## config.mk

```make
export PLATFORM = sky130hd
export DESIGN_NAME = nt_level_tracker_flat
export DESIGN_NICKNAME = d
export VERILOG_FILES = /design/src/rtl/nt_level_if.sv /design/src/rtl/nt_level_tracker.sv /design/src/flat_wrapper.sv
export SDC_FILE = /design/constraint.sdc
export NUM_CORES = 1
export LEC_CHECK = 0
export ABC_AREA = 1
export CORE_ASPECT_RATIO = 0.6
export CORE_MARGIN = 3
export CORE_UTILIZATION = 60
export CTS_BUF_LIST = sky130_fd_sc_hd__clkbuf_4 sky130_fd_sc_hd__clkbuf_8
export CTS_CLUSTER_SIZE = 8
export DETAILED_ROUTE_END_ITERATION = 8
export GPL_TIMING_DRIVEN = 0
export PLACE_DENSITY_LB_ADDON = 0.08
export SLEW_MARGIN = 15
export SYNTH_ARGS = -nofsm -noshare
export SYNTH_HDL_FRONTEND = slang
export SYNTH_SLANG_ARGS = --single-unit
```

## constraint.sdc

```tcl
create_clock -name clk -period 9.8 [get_ports clk]
set_input_delay 2.94 -clock clk [delete_from_list [all_inputs] [get_ports clk]]
set_output_delay 2.94 -clock clk [all_outputs]
set_load 0.005 [all_outputs]
```

## src/rtl/nt_level_if.sv

```systemverilog
// Command/feedback bundle between a level tracker and a neurotransmitter
// level resource.
//   enable  : tracking enable (tracker input)
//   target  : requested level (tracker input)
//   value   : current resource value, feedback (tracker input)
//   inc/dec : one-cycle step commands (tracker output)
//   fast    : qualifies inc/dec as a fast step (tracker output)
//   setval  : one-cycle load-SET_VAL command (tracker output)
//   busy/settled/stalled : tracker status (tracker output)
// master = command generator (tracker), slave = resource/controller side.
interface nt_level_if #(
    parameter int unsigned N = 7
);
    logic         enable;
    logic [N-1:0] target;
    logic [N-1:0] value;
    logic         inc;
    logic         dec;
    logic         fast;
    logic         setval;
    logic         busy;
    logic         settled;
    logic         stalled;

    modport master (
        input  enable,
        input  target,
        input  value,
        output inc,
        output dec,
        output fast,
        output setval,
        output busy,
        output settled,
        output stalled
    );

    modport slave (
        output enable,
        output target,
        output value,
        input  inc,
        input  dec,
        input  fast,
        input  setval,
        input  busy,
        input  settled,
        input  stalled
    );
endinterface

```

## src/rtl/nt_level_tracker.sv

```systemverilog
// Closed-loop level tracker: steers a neurotransmitter level resource toward
// an absolute target by issuing rate-limited inc/dec/fast/setval commands,
// using the resource value as feedback, and flags a resource that stops
// following its commands.
// Ports:
//   clk   : system clock
//   rst_n : synchronous active-low reset
//   bus   : nt_level_if master modport (enable/target/value in,
//           inc/dec/fast/setval commands and busy/settled/stalled status out)
// All outputs are registered.
module nt_level_tracker #(
    parameter int unsigned N           = 7,
    parameter int unsigned PERIOD      = 4,
    parameter int unsigned DEADBAND    = 2,
    parameter int unsigned FAST_THRESH = 16,
    parameter int unsigned SET_VAL     = 64,
    parameter int unsigned STALL_LIMIT = 8
) (
    input  logic       clk,
    input  logic       rst_n,
    nt_level_if.master bus
);

    localparam int unsigned PW = (PERIOD > 1) ? $clog2(PERIOD) : 1;
    localparam int unsigned SW = $clog2(STALL_LIMIT + 1);

    localparam logic [N-1:0]  DB_LVL    = N'(DEADBAND);
    localparam logic [N-1:0]  FAST_LVL  = N'(FAST_THRESH);
    localparam logic [N-1:0]  SET_LVL   = N'(SET_VAL);
    localparam logic [PW-1:0] TICK_CNT  = PW'(PERIOD - 1);
    localparam logic [SW-1:0] STALL_CNT = SW'(STALL_LIMIT);

    localparam logic [1:0] ST_IDLE   = 2'd0;
    localparam logic [1:0] ST_RAMP   = 2'd1;
    localparam logic [1:0] ST_SETTLE = 2'd2;
    localparam logic [1:0] ST_FAULT  = 2'd3;

    // Unsigned distance |a - b|, evaluated in N+1 signed bits.
    function automatic logic [N-1:0] abs_diff(input logic [N-1:0] a,
                                              input logic [N-1:0] b);
        logic [N:0] d;
        d = {1'b0, a} - {1'b0, b};
        return d[N] ? N'(-d) : d[N-1:0];
    endfunction

    logic [1:0]    state_q, state_d;
    logic [PW-1:0] presc_q, presc_d;
    logic [SW-1:0] stall_q, stall_d;
    logic [N-1:0]  prev_err_q, prev_err_d;
    logic          inc_q, inc_d;
    logic          dec_q, dec_d;
    logic          fast_q, fast_d;
    logic          setval_q, setval_d;
    logic          busy_q, busy_d;
    logic          settled_q, settled_d;
    logic          stalled_q, stalled_d;

    logic [N:0]    diff;
    logic          diff_neg;
    logic [N-1:0]  err;
    logic [N-1:0]  set_err;
    logic          tick;
    logic          on_target;
    logic          want_fast;
    logic          shortcut_ok;
    logic [SW-1:0] stall_next;

    // Error terms shared by every state.
    always_comb begin
        diff        = {1'b0, bus.target} - {1'b0, bus.value};
        diff_neg    = diff[N];
        err         = abs_diff(bus.target, bus.value);
        set_err     = abs_diff(bus.target, SET_LVL);
        tick        = (presc_q == TICK_CNT);
        on_target   = (err <= DB_LVL);
        want_fast   = (err >= FAST_LVL);
        // A setval load only helps if it lands inside the deadband and the
        // remaining distance would otherwise take fast steps.
        shortcut_ok = (set_err <= DB_LVL) && want_fast;
    end

    // Next-state and command decision.
    always_comb begin
        state_d    = state_q;
        presc_d    = presc_q;
        stall_d    = stall_q;
        prev_err_d = prev_err_q;
        inc_d      = 1'b0;
        dec_d      = 1'b0;
        fast_d     = 1'b0;
        setval_d   = 1'b0;
        stall_next = '0;

        if (!bus.enable) begin
            state_d = ST_IDLE;
            presc_d = '0;
        end else begin
            case (state_q)
                ST_IDLE: begin
                    presc_d = '0;
                    if (!on_target) begin
                        state_d    = ST_RAMP;
                        prev_err_d = err;
                        stall_d    = '0;
                    end else begin
                        state_d = ST_SETTLE;
                    end
                end

                ST_RAMP: begin
                    presc_d = tick ? '0 : presc_q + PW'(1);
                    if (tick) begin
                        prev_err_d = err;
                        if (on_target) begin
                            state_d = ST_SETTLE;
                        end else begin
                            // Any tick that fails to reduce the error counts
                            // toward a stall; one improving tick clears it.
                            stall_next = (err >= prev_err_q) ? stall_q + SW'(1) : '0;
                            stall_d    = stall_next;
                            if (stall_next == STALL_CNT) begin
                                state_d = ST_FAULT;
                            end else if (shortcut_ok) begin
                                setval_d = 1'b1;
                                state_d  = ST_SETTLE;
                            end else begin
                                inc_d  = !diff_neg;
                                dec_d  = diff_neg;
                                fast_d = want_fast;
                            end
                        end
                    end
                end

                ST_SETTLE: begin
                    presc_d = tick ? '0 : presc_q + PW'(1);
                    if (tick && !on_target) begin
                        state_d    = ST_RAMP;
                        stall_d    = '0;
                        prev_err_d = err;
                    end
                end

                ST_FAULT: begin
                    presc_d = '0;
                end

                default: begin
                    state_d = ST_IDLE;
                    presc_d = '0;
                end
            endcase
        end

        busy_d    = (state_d == ST_RAMP);
        settled_d = (state_d == ST_SETTLE);
        stalled_d = (state_d == ST_FAULT);
    end

    // State, datapath and output registers.
    always_ff @(posedge clk) begin
        if (!rst_n) begin
            state_q    <= ST_IDLE;
            presc_q    <= '0;
            stall_q    <= '0;
            prev_err_q <= '0;
            inc_q      <= 1'b0;
            dec_q      <= 1'b0;
            fast_q     <= 1'b0;
            setval_q   <= 1'b0;
            busy_q     <= 1'b0;
            settled_q  <= 1'b0;
            stalled_q  <= 1'b0;
        end else begin
            state_q    <= state_d;
            presc_q    <= presc_d;
            stall_q    <= stall_d;
            prev_err_q <= prev_err_d;
            inc_q      <= inc_d;
            dec_q      <= dec_d;
            fast_q     <= fast_d;
            setval_q   <= setval_d;
            busy_q     <= busy_d;
            settled_q  <= settled_d;
            stalled_q  <= stalled_d;
        end
    end

    assign bus.inc     = inc_q;
    assign bus.dec     = dec_q;
    assign bus.fast    = fast_q;
    assign bus.setval  = setval_q;
    assign bus.busy    = busy_q;
    assign bus.settled = settled_q;
    assign bus.stalled = stalled_q;

endmodule

```

## src/flat_wrapper.sv

```systemverilog
// flat-port wrapper written by rule: the top's interface ports become plain ports
module nt_level_tracker_flat 
#(
    parameter int unsigned N           = 7,
    parameter int unsigned PERIOD      = 4,
    parameter int unsigned DEADBAND    = 2,
    parameter int unsigned FAST_THRESH = 16,
    parameter int unsigned SET_VAL     = 64,
    parameter int unsigned STALL_LIMIT = 8
)
  (clk, rst_n, bus_enable, bus_target, bus_value, bus_inc, bus_dec, bus_fast, bus_setval, bus_busy, bus_settled, bus_stalled);
  nt_level_if #(.N(N)) bus_i ();
  input  logic clk;
  input  logic rst_n;
  input wire logic [$bits(bus_i.enable)-1:0] bus_enable;
  input wire logic [$bits(bus_i.target)-1:0] bus_target;
  input wire logic [$bits(bus_i.value)-1:0] bus_value;
  output wire logic [$bits(bus_i.inc)-1:0] bus_inc;
  output wire logic [$bits(bus_i.dec)-1:0] bus_dec;
  output wire logic [$bits(bus_i.fast)-1:0] bus_fast;
  output wire logic [$bits(bus_i.setval)-1:0] bus_setval;
  output wire logic [$bits(bus_i.busy)-1:0] bus_busy;
  output wire logic [$bits(bus_i.settled)-1:0] bus_settled;
  output wire logic [$bits(bus_i.stalled)-1:0] bus_stalled;
  assign bus_i.enable = bus_enable;
  assign bus_i.target = bus_target;
  assign bus_i.value = bus_value;
  assign bus_inc = bus_i.inc;
  assign bus_dec = bus_i.dec;
  assign bus_fast = bus_i.fast;
  assign bus_setval = bus_i.setval;
  assign bus_busy = bus_i.busy;
  assign bus_settled = bus_i.settled;
  assign bus_stalled = bus_i.stalled;
  nt_level_tracker #(.N(N), .PERIOD(PERIOD), .DEADBAND(DEADBAND), .FAST_THRESH(FAST_THRESH), .SET_VAL(SET_VAL), .STALL_LIMIT(STALL_LIMIT)) u_core (.clk(clk), .rst_n(rst_n), .bus(bus_i));
endmodule
```

==> results.json <==
{
  "outcome": "finished clean",
  "tightest_slew_ns": 0.4754,
  "dr.pass1.iters": 4,
  "clock_path_buffers": 2,
  "finalWirelength_um": 4206,
  "drive_gt1_frac": 0.1368,
  "cp.required_ns": 10.01,
  "worstReg2RegEnd": "u_core.bus.busy",
  "grt.total_usage": 0.2352,
  "yosys.area.top_type": "dfxtp_1",
  "fillers": 234,
  "post-cts-setup-buffer-count": 0,
  "worst_ir_drop_vdd_mv": 0.08632,
  "synth_compound_area_frac": 0.1151,
  "netlist-cell-type-count": 34,
  "synth_xor_area_frac": 0.02237,
  "first_iter_violations": 112,
  "reg2regPathDepth": 16,
  "wire_per_inst_um": 12.05,
  "tns_ns": 0,
  "layout_min_cycle_time_ns": 6.776,
  "die_h_um": 49.61,
  "grt_pass1_wl_um": 7217,
  "post_cts_resized": 0,
  "hp-class": "reg2reg",
  "design.die.area_um2": 3904,
  "cts_sinks": 22,
  "drtAntennaViolNets": 0,
  "antenna_found_initial": 0,
  "grt_pass1_vias": 1518,
  "synthAdderAreaFrac": 0.1289,
  "fmax_mhz": 147.6,
  "slowest_stage": "clkdlybuf4s50_1",
  "syn_area_um2": 1902,
  "die_x_um": 78.69,
  "cpPeakStageDelay_ns": 0.51,
  "cts_hold_buf": 0,
  "reg2reg_from": "u_core.prev_err_q[6]",
  "yosys-top-cells-count": "nand2_1, inv_1, nor2_1",
  "cp.arrival_ns": 6.99,
  "final_area_um2": 2240,
  "power_frac_seq": 0.337,
  "ff2ff_setup_slack_ns": 7.69,
  "vias": 1792,
  "p_per_area_nw_per_um2": 129.9,
  "synth_warnings": 0,
  "crit_top_cell": "nand2_1",
  "netlist.area_leader.share": 0.2316,
  "crit_fanout": 5,
  "start_kind": "primary input",
  "initial_utilization": 0.6454,
  "route.detailed.drc": 0,
  "hpwl_um": 3562,
  "fin_skew_ns": 0.003084,
  "drv_slew": 0,
  "post-route-period-util": 0.6914,
  "n_antenna_cell": 0,
  "htreeDepth": 1,
  "synth_flop_cell": "dfxtp_1",
  "io_buffers": 23,
  "cts_tree": "yes",
  "synthArstFlopShare": 0,
  "finalHoldViolations": 0,
  "placementRows": 15,
  "power_switching_mw": 0.1118,
  "fin_nets": 344,
  "pwr-share-comb": 0.439,
  "power_leakage_nw": 1.135,
  "synth_nets": 316,
  "place_area_um2": 2185,
  "yosysSeqAreaShare": 0.2316,
  "synth_top_family_by_area": "simple AND/OR/NAND/NOR gates",
  "clk-insertion-delay-late_ns": 0.27,
  "synthToLayoutAreaGrowth_pct": 17.76,
  "finalPower_mw": 0.2908,
  "cp-end-kind": "register",
  "yosysMostFrequentCell": "nand2_1",
  "worst_hold_slack_ns": 0.4240,
  "grt-ovfl-total": 0,
  "worstSetupPathType": "in2reg",
  "rsz0062_at_grt": "no",
  "gp_congestion": 0.8745,
  "clockPowerShare": 0.225,
  "clk_pin_slew_ns": 0.08,
  "ios": 24,
  "swShare": 0.3843,
  "crit_end": "u_core.bus.busy",
  "cts_buffers": 3,
  "intPower_mw": 0.1791,
  "avgSynthCellArea_um2": 6.792,
  "slew_headroom": 0.6827,
  "syn_inst": 280,
  "maxCapViolCount": 0,
  "startpoint": "bus_target[0]",
  "root_buffer": "clkbuf_8",
  "via_per_inst": 5.135,
  "synth-simple-area-share": 0.3941,
  "finalSetupViolCount": 0,
  "synth_mux_area_frac": 0,
  "core_um2": 2947,
  "synth-edff-count": 0,
  "synthTopCellsByArea": "dfxtp_1, ha_1, nand2_1, inv_1, nand3_1",
  "grt_max_degree": 13,
  "synth_seq_cells": 22
}
[cells by family after synthesis]
kind of cell / after synthesis
XOR/XNOR: 4
AO/OA/AOI/OAI: 35
AND/OR/NAND/NOR: 146
adder cells (fa/ha/maj): 19
flip-flops: 22
buffers and inverters: 54
[worst min-delay path by stage]
stage | from | endpoint | slack (ns) | depth (start not counted)
CTS | u_core.presc_q[0] | u_core.presc_q[0] | 0.43 | 1
detailed placement | u_core.presc_q[0] | u_core.presc_q[0] | 0.42 | 1
global placement | u_core.presc_q[0] | u_core.presc_q[0] | 0.42 | 1
finish | u_core.presc_q[0] | u_core.presc_q[0] | 0.42 | 1
global route | u_core.presc_q[0] | u_core.presc_q[0] | 0.45 | 1
floorplan | u_core.presc_q[0] | u_core.presc_q[0] | 0.40 | 1
[layer usage]
metal  global-route usage  wire length (µm)
met4              0.03488                23
met2               0.3099              1566
met1               0.3879              2359
met5                    0                 0
met3              0.04562               258
[worst max-delay path: cells and delay by family]
family / cells / cell delay [ns]
buffers and inverters: 6 / 0.96
and+or+nand+nor: 18 / 1.69
AOI/OAI and AO/OA: 1 / 0.24
adders and majority gates: 4 / 1.16
[area by class of cell]
type / count / area (µm²) / area share
Inverter: 54 / 205.2 / 0.09162
Tap cell: 42 / 52.55 / 0.02346
Multi-Input combinational cell: 204 / 1256 / 0.5609
Sequential cell: 22 / 440.4 / 0.1966
Clock buffer: 4 / 55.05 / 0.02458
Timing Repair Buffer: 23 / 230.2 / 0.1028
[through the flow]
step | utilization | std cells | setup slack, ns
2_1_floorplan | - | 280 | 3.858
3_3_place_gp | 0.7414 | 345 | 2.909
3_5_place_dp | 0.7414 | 345 | 2.849
4_1_cts | 0.7601 | 349 | 3.099
5_1_grt | 0.7601 | 349 | 2.677
6_report | 0.7601 | 349 | 3.024
[power groups by stage]
stage / Clock (mW) / Sequential, mW / Combinational, mW
2_1_floorplan: 0 / 0.0994 / 0.0959
3_3_place_gp: 0 / 0.0998 / 0.121
3_5_place_dp: 0 / 0.100 / 0.125
4_1_cts: 0.0666 / 0.0979 / 0.126
5_1_grt: 0.0702 / 0.0986 / 0.143
6_report: 0.0653 / 0.0979 / 0.128
[cells in the final DEF (no fill, tap or decap), drive strengths merged]
master / instances
a211oi: 1
a21oi: 15
a31oi: 1
clkbuf: 4
clkdlybuf4s50: 23
dfxtp: 22
fa: 1
ha: 18
inv: 54
nand2: 71
nand3: 30
nand3b: 1
nand4: 3
nor2: 35
nor3: 5
nor4: 1
o2111ai: 1
o21a: 3
o21ai: 13
o21bai: 1
xnor2: 1
xor2: 3
[flip-flops by register name (all words and copies together), names as in the netlist]
register / count
u_core.prev_err_q: 7
u_core.bus.setval: 1
u_core.stall_q: 4
u_core.bus.inc: 1
u_core.bus.fast: 1
u_core.bus.settled: 1
u_core.bus.stalled: 1
u_core.bus.busy: 1
u_core.state_q: 2
u_core.presc_q: 2
u_core.bus.dec: 1
Power figures use the tool's default switching activity.
